### src/rtl/dma_arb_pkg.sv
// Shared types and constants for the 6502C DMA bus arbiter.
// Holds the arbiter state encoding, default sizing and the RW read level.
package dma_arb_pkg;

  typedef enum logic [1:0] {
    CPU_OWN   = 2'd0,
    HALT_WAIT = 2'd1,
    GRANT     = 2'd2,
    RELEASE   = 2'd3
  } arb_state_e;

  localparam int   DEF_NUM_REQ   = 3;
  localparam int   DEF_MAX_BURST = 8;
  localparam logic RW_READ       = 1'b1;

  // Width helper that never returns zero, so single-entry sizes still get a 1-bit field.
  function automatic int safe_clog2(input int n);
    return (n > 1) ? $clog2(n) : 1;
  endfunction

endpackage

### src/rtl/prio_onehot_enc.sv
// Lowest-index-first priority encoder.
// Produces a one-hot winner, its binary index and an any-request flag.
module prio_onehot_enc #(
  parameter int N     = 3,
  parameter int IDX_W = 2
) (
  input  logic [N-1:0]     req_i,
  output logic [N-1:0]     onehot_o,
  output logic [IDX_W-1:0] idx_o,
  output logic             any_o
);

  // Scanning from the top down lets the lowest set index overwrite any higher one.
  always_comb begin
    onehot_o = '0;
    idx_o    = '0;
    for (int i = N - 1; i >= 0; i--) begin
      if (req_i[i]) begin
        onehot_o    = '0;
        onehot_o[i] = 1'b1;
        idx_o       = IDX_W'(i);
      end
    end
  end

  assign any_o = |req_i;

endmodule

### src/rtl/dma_bus_arbiter.sv
// Shares the 6502C address bus between the CPU and NUM_REQ read-only DMA requesters.
// Halts the CPU via RDY, grants bursts of up to MAX_BURST cycles, then returns the bus.
module dma_bus_arbiter
  import dma_arb_pkg::*;
#(
  parameter int NUM_REQ   = DEF_NUM_REQ,
  parameter int MAX_BURST = DEF_MAX_BURST
) (
  input  logic                   phi2,
  input  logic                   RES_L,
  input  logic [15:0]            cpu_AB,
  input  logic                   cpu_RW,
  input  logic [NUM_REQ-1:0]     dma_req,
  input  logic [16*NUM_REQ-1:0]  dma_addr,
  output logic                   RDY_out,
  output logic [NUM_REQ-1:0]     dma_gnt,
  output logic [15:0]            AB_out,
  output logic                   RW_out,
  output logic                   dma_busy
);

  localparam int IDX_W = safe_clog2(NUM_REQ);
  localparam int CNT_W = safe_clog2(MAX_BURST);
  localparam logic [CNT_W-1:0] CNT_LAST = CNT_W'(MAX_BURST - 1);

  arb_state_e         state_q;
  logic               rdy_q;
  logic [NUM_REQ-1:0] gnt_q;
  logic [IDX_W-1:0]   gnt_idx_q;
  logic [CNT_W-1:0]   burst_cnt_q;
  logic [CNT_W-1:0]   burst_cnt_d;

  logic [NUM_REQ-1:0] win_onehot;
  logic [IDX_W-1:0]   win_idx;
  logic               req_any;
  logic               burst_last;

  prio_onehot_enc #(
    .N     (NUM_REQ),
    .IDX_W (IDX_W)
  ) u_prio (
    .req_i    (dma_req),
    .onehot_o (win_onehot),
    .idx_o    (win_idx),
    .any_o    (req_any)
  );

  assign burst_last  = (burst_cnt_q == CNT_LAST);
  assign burst_cnt_d = burst_last ? burst_cnt_q : burst_cnt_q + CNT_W'(1);

  always_ff @(posedge phi2 or negedge RES_L) begin
    if (!RES_L) begin
      state_q     <= CPU_OWN;
      rdy_q       <= 1'b1;
      gnt_q       <= '0;
      gnt_idx_q   <= '0;
      burst_cnt_q <= '0;
    end else begin
      case (state_q)
        CPU_OWN: begin
          if (req_any) begin
            state_q <= HALT_WAIT;
            rdy_q   <= 1'b0;
          end
        end
        HALT_WAIT: begin
          // Writes ignore RDY, so the grant waits for the first read cycle.
          if (!req_any) begin
            state_q <= CPU_OWN;
            rdy_q   <= 1'b1;
          end else if (cpu_RW == RW_READ) begin
            state_q   <= GRANT;
            gnt_q     <= win_onehot;
            gnt_idx_q <= win_idx;
          end
        end
        GRANT: begin
          if (!req_any || burst_last) begin
            state_q     <= RELEASE;
            rdy_q       <= 1'b1;
            gnt_q       <= '0;
            burst_cnt_q <= '0;
          end else begin
            gnt_q       <= win_onehot;
            gnt_idx_q   <= win_idx;
            burst_cnt_q <= burst_cnt_d;
          end
        end
        RELEASE: begin
          state_q     <= CPU_OWN;
          burst_cnt_q <= '0;
        end
        default: begin
          state_q     <= CPU_OWN;
          rdy_q       <= 1'b1;
          gnt_q       <= '0;
          burst_cnt_q <= '0;
        end
      endcase
    end
  end

  // Only the granted slice is ever selected, so unknowns on idle requesters stay off the bus.
  logic [15:0] addr_arr [NUM_REQ];

  generate
    for (genvar gi = 0; gi < NUM_REQ; gi++) begin : g_addr
      assign addr_arr[gi] = dma_addr[16*gi +: 16];
    end
  endgenerate

  assign AB_out   = (|gnt_q) ? addr_arr[gnt_idx_q] : cpu_AB;
  assign RW_out   = (|gnt_q) ? RW_READ : cpu_RW;
  assign RDY_out  = rdy_q;
  assign dma_gnt  = gnt_q;
  assign dma_busy = (state_q == HALT_WAIT) || (state_q == GRANT);

endmodule
### config.mk
export PLATFORM = sky130hd
export DESIGN_NAME = dma_bus_arbiter
export DESIGN_NICKNAME = d
export VERILOG_FILES = /design/src/rtl/dma_arb_pkg.sv /design/src/rtl/prio_onehot_enc.sv /design/src/rtl/dma_bus_arbiter.sv
export SDC_FILE = /design/constraint.sdc
export NUM_CORES = 1
export LEC_CHECK = 0
export BUFFER_PORTS_ARGS = -buffer_cell sky130_fd_sc_hd__clkbuf_2
export CAP_MARGIN = 20
export CORE_MARGIN = 5
export CORE_UTILIZATION = 40
export DETAILED_ROUTE_END_ITERATION = 8
export HOLD_SLACK_MARGIN = 0.1
export PLACE_DENSITY = 0.9
export SYNTH_ARGS = -nofsm -noshare
export SYNTH_HDL_FRONTEND = slang
export SYNTH_SLANG_ARGS = --single-unit
### constraint.sdc
create_clock -name phi2 -period 2.1 [get_ports phi2]
set_clock_uncertainty 0.05 [all_clocks]
set_input_delay 0.315 -clock phi2 [delete_from_list [all_inputs] [get_ports phi2]]
set_output_delay 0.315 -clock phi2 [all_outputs]
set_load 0.05 [all_outputs]
==> summary.md, run 1 <==
| Metric | Value |
|---|---|
| Drt drc | `0` |
| Hold Violations, Final | `0` |
| Syn Nets | `238` |
| First-pass GRT wire length | `6.62 mm` |
| Placed insts | `279` |
| 1st-iter DRT viols | `71` |
| GP Congestion | `0.855` |
| Initial DRT Pass Iterations | `4` |
| Unique masters post-synth | `32` |
| Clock Power Share | `0.030` |
| Chip height | `around 64 um` |
| # clock sinks | `11` |
| Hold WC Path Type | `in2reg` |
| Most common cell after layout, fill and taps aside | `clkbuf_2` |
| Yosys top cell area share | `0.212` |
| Worst slack at placement | `between 70 and 80 ps` |
| Outcome | `complete, no violations` |
| Via density | `between 5 and 6` |
| Reg clk slew, reported paths | `around 60 ps` |
| Worst Hold Depth | `3` |
| Total number of H-tree levels | `1` |
| Mean routed wirelength per cell | `about 15 um` |
| Leakage power | `1.00 nW` |
| Syn-to-layout area delta | `81.8%` |
| Worst R2R Path Depth | `6` |
| Crit path launch | `dma_gnt[2]$_DFFE_PN0P_` |
| Boundary Pins | `92` |
| Crit path time final | `2050 ps` |
| Final wirelength | `4.29 mm` |
| CP Capture Type | `output port` |
| Switching Power | `2.61 mW` |
| Initial Utilization | `0.421` |
| WP data arrival | `1690 ps` |
| Worst-path cell chain | `or3_4, buf_12, nor2_1, a21oi_4, buf_12` |
| CP dominant cell by count | `buf_12` |
| Reg power frac | `0.083` |
| Site row count | `19` |
| Cell taking the most area after synthesis | `dfrtp_1` |
| Register area | `280 um^2` |
| Initial antenna violation count | `0` |
| Combinational Power Share | `0.887` |
| Die X | `around 64 um` |
| Syn avg cell area | `~7.3 um^2` |
| Post-DP HPWL | `3.45 mm` |
| Share of cells above drive strength 1 | `0.571` |
| Yosys warning count | `0` |
| Critical path class | `reg2out` |
| Post-DRT Antenna Nets | `0` |
| Worst flop-to-flop path endpoint | `RDY_out$_DFFE_PN1P_` |
| Synth top area cells | `dfrtp_1, a21oi_1, mux2i_1, nor2_1, ha_1` |
| Internal power | `2.03 mW` |
| Die Area | `~4100 um^2` |
| CP required | `1740 ps` |
| Number of global-route vias before repair | `1428` |
| Switching share of power | `0.563` |
| Design area | `2150 um^2` |
| Core ar. | `2810 um^2` |
| Cells after synthesis | `about 160` |
| Sequential area share after synthesis | `0.234` |
| Slew @ Worst Pin | `about 350 ps` |
| Fillers | `between 150 and 200` |
| Clk_lat worst skew | `270 ps` |
| Area of the multi-input gates | `1080 um^2` |
| DR vias | `1498` |
| Port Buf Inserts | `between 90 and 100` |
| PD cells | `2160 nW/um^2` |
| Commonest non-fill, non-tap cells in the layout | `clkbuf_2, nor2_1, a21oi_1` |
| Crit path capture | `AB_out[0]` |
| Critical Path Stages | `5` |
| Cell Count, Final, Fillers Out | `285` |
| Crit path largest cell delay | `430 ps` |
| Slew Limit Fails | `0` |
| Crit path max-delay family | `simple AND/OR/NAND/NOR gates` |
| CTS max path bufs | `2` |
| Area of the mapped netlist | `around 1200 um^2` |
| Max-slew headroom | `0.766` |
| Antenna cells | `0` |
| Total of max-cap violations | `0` |
| Largest net degree at the start of global routing | `18` |
| Reg2reg start | `burst_cnt_q[0]$_DFFE_PN0P_` |
| GRT Total Usage | `0.198` |
| Setup repair bufs after CTS | `0` |
| CTS tree | `built` |
| Setup crit start kind | `register` |
| Critical path buffer and inverter count | `2` |
| Final setup violation count | `0` |
| Worst-path fanout max | `16` |
| Max Fclk | `0.487 GHz` |
| Setup WS post-layout | `between 40 and 50 ps` |
| Flop2flop setup slack | `around 330 ps` |
| Layout Nets | `332` |
| Root Driver | `clkbuf_4` |
| RSZ-0062 raised after global routing | `yes` |
| Cell Area, Placed | `2000 um^2` |
| Flop and latch count out of synthesis | `11` |
| Total grt overflow | `0` |
| Worst ir drop on vdd | `1.17 mV` |
| Final period util | `0.977` |
| TritonCTS Buffers | `3` |
| Slowest-stage cell, CP | `or3_4` |
power groups by stage:
stage / Combinational, mW / Clock [mW] / Sequential, mW
after floorplan: 2.60 / 0 / 0.500
after global placement: 3.75 / 0 / 0.382
after detailed placement: 3.82 / 0 / 0.391
after CTS: 4.11 / 0.145 / 0.389
after global routing: 4.33 / 0.156 / 0.404
final: 4.12 / 0.139 / 0.387
synthesized netlist by cell type, drive strengths merged:
master and instances:
o21ai 7, or3 2, o31a 1, o41ai 2
o21a 1, mux2 1, nor2b 4, nand3b 1
nor2 38, buf 4, nor3 3, o221ai 1
nand2b 3, mux2i 16, a31oi 1, nand2 6
dfrtp 10, dfstp 1, o31ai 1, or2 1
a21oi 36, clkbuf 7, ha 7, nand3 3
inv 3, o21bai 1
per-layer routing:
layer | vias to the layer above | track usage | wire length, um | share of wire
met3 | 6 | 0.0613 | 390 | 0.091
li1 | 747 | - | - | -
met4 | 0 | 0.0396 | 38 | 0.0089
met2 | 67 | 0.376 | 2380 | 0.55
met1 | 678 | 0.216 | 1480 | 0.35
met5 | - | 0 | 0 | 0
sequential cells by signal, indices dropped and copies added, names as in the netlist, named ones only:
| register | count |
|---|---|
| burst_cnt_q | 3 |
| dma_gnt | 3 |
| gnt_idx_q | 2 |
| RDY_out | 1 |
| state_q | 1 |
area by class of cell:
type / count / share of cell area
repair buffers: 100 / 0.331
inverters: 3 / 0.00524
flip-flops and latches: 11 / 0.130
multi-input cells: 136 / 0.503
well taps: 31 / 0.0180
clock buffers: 4 / 0.0122
stage by stage:
| step | total power [mW] | setup TNS (ps) | util | hold slack, ps |
|---|---|---|---|---|
| after global placement | 4.13 | 0 | 0.712 | 147 |
| after floorplan | 3.10 | 0 | - | -30.6 |
| after global routing | 4.89 | -32.1 | 0.766 | 303 |
| after CTS | 4.64 | 0 | 0.760 | 274 |
| after detailed placement | 4.22 | 0 | 0.712 | 148 |
| final | 4.64 | 0 | 0.766 | 285 |
worst min-delay path by stage:
stage | start | end | slack [ps]
floorplan | RES_L | asynchronous set/reset pin | -30
global placement | RES_L | burst_cnt_q[0]$_DFFE_PN0P_ | 150
detailed placement | RES_L | burst_cnt_q[0]$_DFFE_PN0P_ | 150
CTS | dma_req[0] | dma_gnt[0]$_DFFE_PN0P_ | 270
global route | dma_req[2] | gnt_idx_q[1]$_DFFE_PN0P_ | 300
finish | dma_req[2] | gnt_idx_q[1]$_DFFE_PN0P_ | 290
kinds of logic (layout without fill, tap and decap cells):
family,count (synthesis),count (layout),share of synthesized area
AND/OR/NAND/NOR,61,61,0.239
AO/OA/AOI/OAI,51,51,0.253
flip-flops,11,11,0.234
buffers and inverters,14,107,0.0518
multiplexers,17,17,0.148
adder cells (fa/ha/maj),7,7,0.0741
worst min-delay path: stages:
cell and delay [ps]:
clkbuf_2 100, nand3_1 90, o21ai_1 60
timing repair:
item / in CTS / in global routing
cloned: 1 / 0
resized for setup: 24 / 9
endpoints found under the setup margin: 17 / 11
endpoints found under the hold margin: 10 / 0
hold buffers: 1 / 0
Note: power is estimated with default switching activity, not from simulation.
==> inputs of run 2 (changes only) <==
PLACE_DENSITY = 0.89   (was 0.9)
REMOVE_ABC_BUFFERS = 1   (was default)
SYNTH_HIERARCHICAL = 1   (was default)
==> summary.md, run 2 <==
| Metric | Value |
|---|---|
| Final setup violation count | `0` |
| Boundary Pins | `about 90` |
| Outcome | `complete, no violations` |
| Post-DP HPWL | `2.85 mm` |
| Cell Area, Placed | `around 1600 um^2` |
| Hold WC Path Type | `in2reg` |
| Port Buf Inserts | `91` |
| Die Area | `4210 um^2` |
| Yosys top cell area share | `0.208` |
| Max Fclk | `0.492 GHz` |
| Commonest non-fill, non-tap cells in the layout | `clkbuf_2, a21oi_1, nor2_1` |
| Initial antenna violation count | `0` |
| Critical path class | `reg2out` |
| Area of the multi-input gates | `798 um^2` |
| CP Capture Type | `output port` |
| Count of flip-flops with a built-in enable after synthesis | `0` |
| Leakage power | `roughly 0.9 nW` |
| Critical path buffer and inverter count | `2` |
| Fillers | `274` |
| Clock Power Share | `0.042` |
| Total grt overflow | `0` |
| Reg clk slew, reported paths | `70 ps` |
| Post-synth top cells | `a21oi_1, nor2_1, mux2i_1` |
| Initial DRT Pass Iterations | `4` |
| First-pass GRT wire length | `5.52 mm` |
| Primary FF master, synth | `dfrtp_1` |
| Max-slew headroom | `0.781` |
| Setup crit start kind | `register` |
| CTS tree | `built` |
| Hold Violations, Final | `0` |
| Switching share of power | `0.610` |
| Slew @ Worst Pin | `329 ps` |
| Crit path largest cell delay | `around 410 ps` |
| CTS max path bufs | `2` |
| Area of the mapped netlist | `1200 um^2` |
| Flop and latch count out of synthesis | `11` |
| Final period util | `0.968` |
| WP data arrival | `between 1500 and 2000 ps` |
| Crit path max-delay family | `simple AND/OR/NAND/NOR gates` |
| Reg power frac | `0.115` |
| Syn-to-layout area delta | `43.4%` |
| FFs w/ async S/R, synth | `1.00` |
| Internal power | `1.34 mW` |
| Clk_lat worst skew | `270 ps` |
| Post-DRT Antenna Nets | `0` |
| 1st-iter DRT viols | `26` |
| DR vias | `1394` |
| Pwr Total | `3.45 mW` |
| Switching Power | `2.10 mW` |
| Placed insts | `270` |
| Syn avg cell area | `7.82 um^2` |
| Worst-path fanout max | `26` |
| Mean routed wirelength per cell | `~13 um` |
| Cell taking the most area after synthesis | `dfrtp_1` |
| Chip height | `64.9 um` |
| Die X | `64.9 um` |
| Most common cell after layout, fill and taps aside | `clkbuf_2` |
| Initial Utilization | `0.405` |
| Final wirelength | `3.62 mm` |
| Number of global-route vias before repair | `1300` |
| Slowest-stage cell, CP | `or3_4` |
| Largest net degree at the start of global routing | `27` |
| Share of cells above drive strength 1 | `0.455` |
| Drt drc | `0` |
| Setup WS post-layout | `66.6 ps` |
| Layout Nets | `322` |
| PD cells | `2000 nW/um^2` |
| Sequential area share after synthesis | `0.229` |
| Site row count | `20` |
| Most frequent cell after synthesis | `a21oi_1` |
| GP Congestion | `around 0.89` |
| Slew Limit Fails | `0` |
| Worst-path cell chain | `or3_4, buf_8, nor2_1, a21oi_2, buf_4` |
| Cell Count, Final, Fillers Out | `277` |
| Unique masters post-synth | `28` |
| Register area | `between 200 and 300 um^2` |
| Root Driver | `clkbuf_4` |
| Combinational Power Share | `0.842` |
| Synth top area cells | `dfrtp_1, a21oi_1, mux2i_1, nor2_1, ha_1` |
| Cells after synthesis | `154` |
| Total of max-cap violations | `0` |
| Core ar. | `2980 um^2` |
| Worst ir drop on vdd | `~2.1 mV` |
| Worst slack at placement | `275 ps` |
| Crit path time final | `~2000 ps` |
| Design area | `1730 um^2` |
| Yosys warning count | `6` |
| TritonCTS Buffers | `3` |
| Antenna cells | `0` |
| # clock sinks | `11` |
| GRT Total Usage | `0.164` |
| CP required | `1740 ps` |
| Total number of H-tree levels | `1` |
| Via density | `5.03` |
-- run 2: path summary, 6_finish.rpt --
check                                           start                    endpoint  slack, ps  depth (start not counted)
max                            dma_gnt[2]$_DFFE_PN0P_                  AB_out[14]         70                          5
min                                        dma_req[0]      dma_gnt[0]$_DFFE_PN0P_        280                          2
max reg2reg                    state_q[0]$_DFFE_PN0P_    gnt_idx_q[1]$_DFFE_PN0P_        290                          5
min reg2reg                burst_cnt_q[2]$_DFFE_PN0P_  burst_cnt_q[2]$_DFFE_PN0P_        490                          2
max in group asynchronous                       RES_L         RDY_out$_DFFE_PN1P_       1320                          2
min in group asynchronous                       RES_L  burst_cnt_q[0]$_DFFE_PN0P_        420                          2
-- run 2: cells by family after synthesis --
| logic type | after synthesis | share of synthesized area |
|---|---|---|
| AND/OR/NAND/NOR | 55 | 0.213 |
| multiplexers | 19 | 0.161 |
| buffers and inverters | 17 | 0.115 |
| adder cells (fa/ha/maj) | 7 | 0.0727 |
| AO/OA/AOI/OAI | 45 | 0.209 |
| flip-flops | 11 | 0.229 |
-- run 2: power groups by stage --
| stage | sequential, mW | clock, mW | combinational, mW |
|---|---|---|---|
| floorplan | 0.578 | 0 | 1.89 |
| global placement | 0.392 | 0 | 2.67 |
| detailed placement | 0.396 | 0 | 2.70 |
| CTS | 0.394 | 0.152 | 2.75 |
| global route | 0.413 | 0.163 | 3.11 |
| finish | 0.398 | 0.145 | 2.91 |
-- run 2: repair_timing --
item | 4_1_cts | 5_1_grt
resized for setup | 5 | 27
endpoints found under the hold margin | 10 | 0
setup endpoints to repair | 5 | 17
hold buffers | 1 | 0
buffers inserted | 0 | 2
-- run 2: routing by layer --
metal	up-vias	share of wire	routed length, um	global-route usage
met5	-	0	0	0
met4	0	0.0053	19	0.0475
met3	2	0.077	279	0.0295
met2	61	0.54	1950	0.305
met1	616	0.38	1370	0.190
li1	715	-	-	-
-- run 2: cell type report --
class | instances | area share
Multi-Input combinational cell | 126 | 0.462
Timing Repair Buffer | 100 | 0.332
Sequential cell | 11 | 0.161
Tap cell | 33 | 0.0239
Clock buffer | 4 | 0.0152
Inverter | 3 | 0.00652
-- run 2: through the flow --
stage               hold WS, ps  TNS (ps)  utilization
CTS                         256         0        0.560
global placement            152         0        0.544
detailed placement          152         0        0.544
global route                278     -27.8        0.580
floorplan                 -30.6     -7350            -
finish                      277         0        0.580
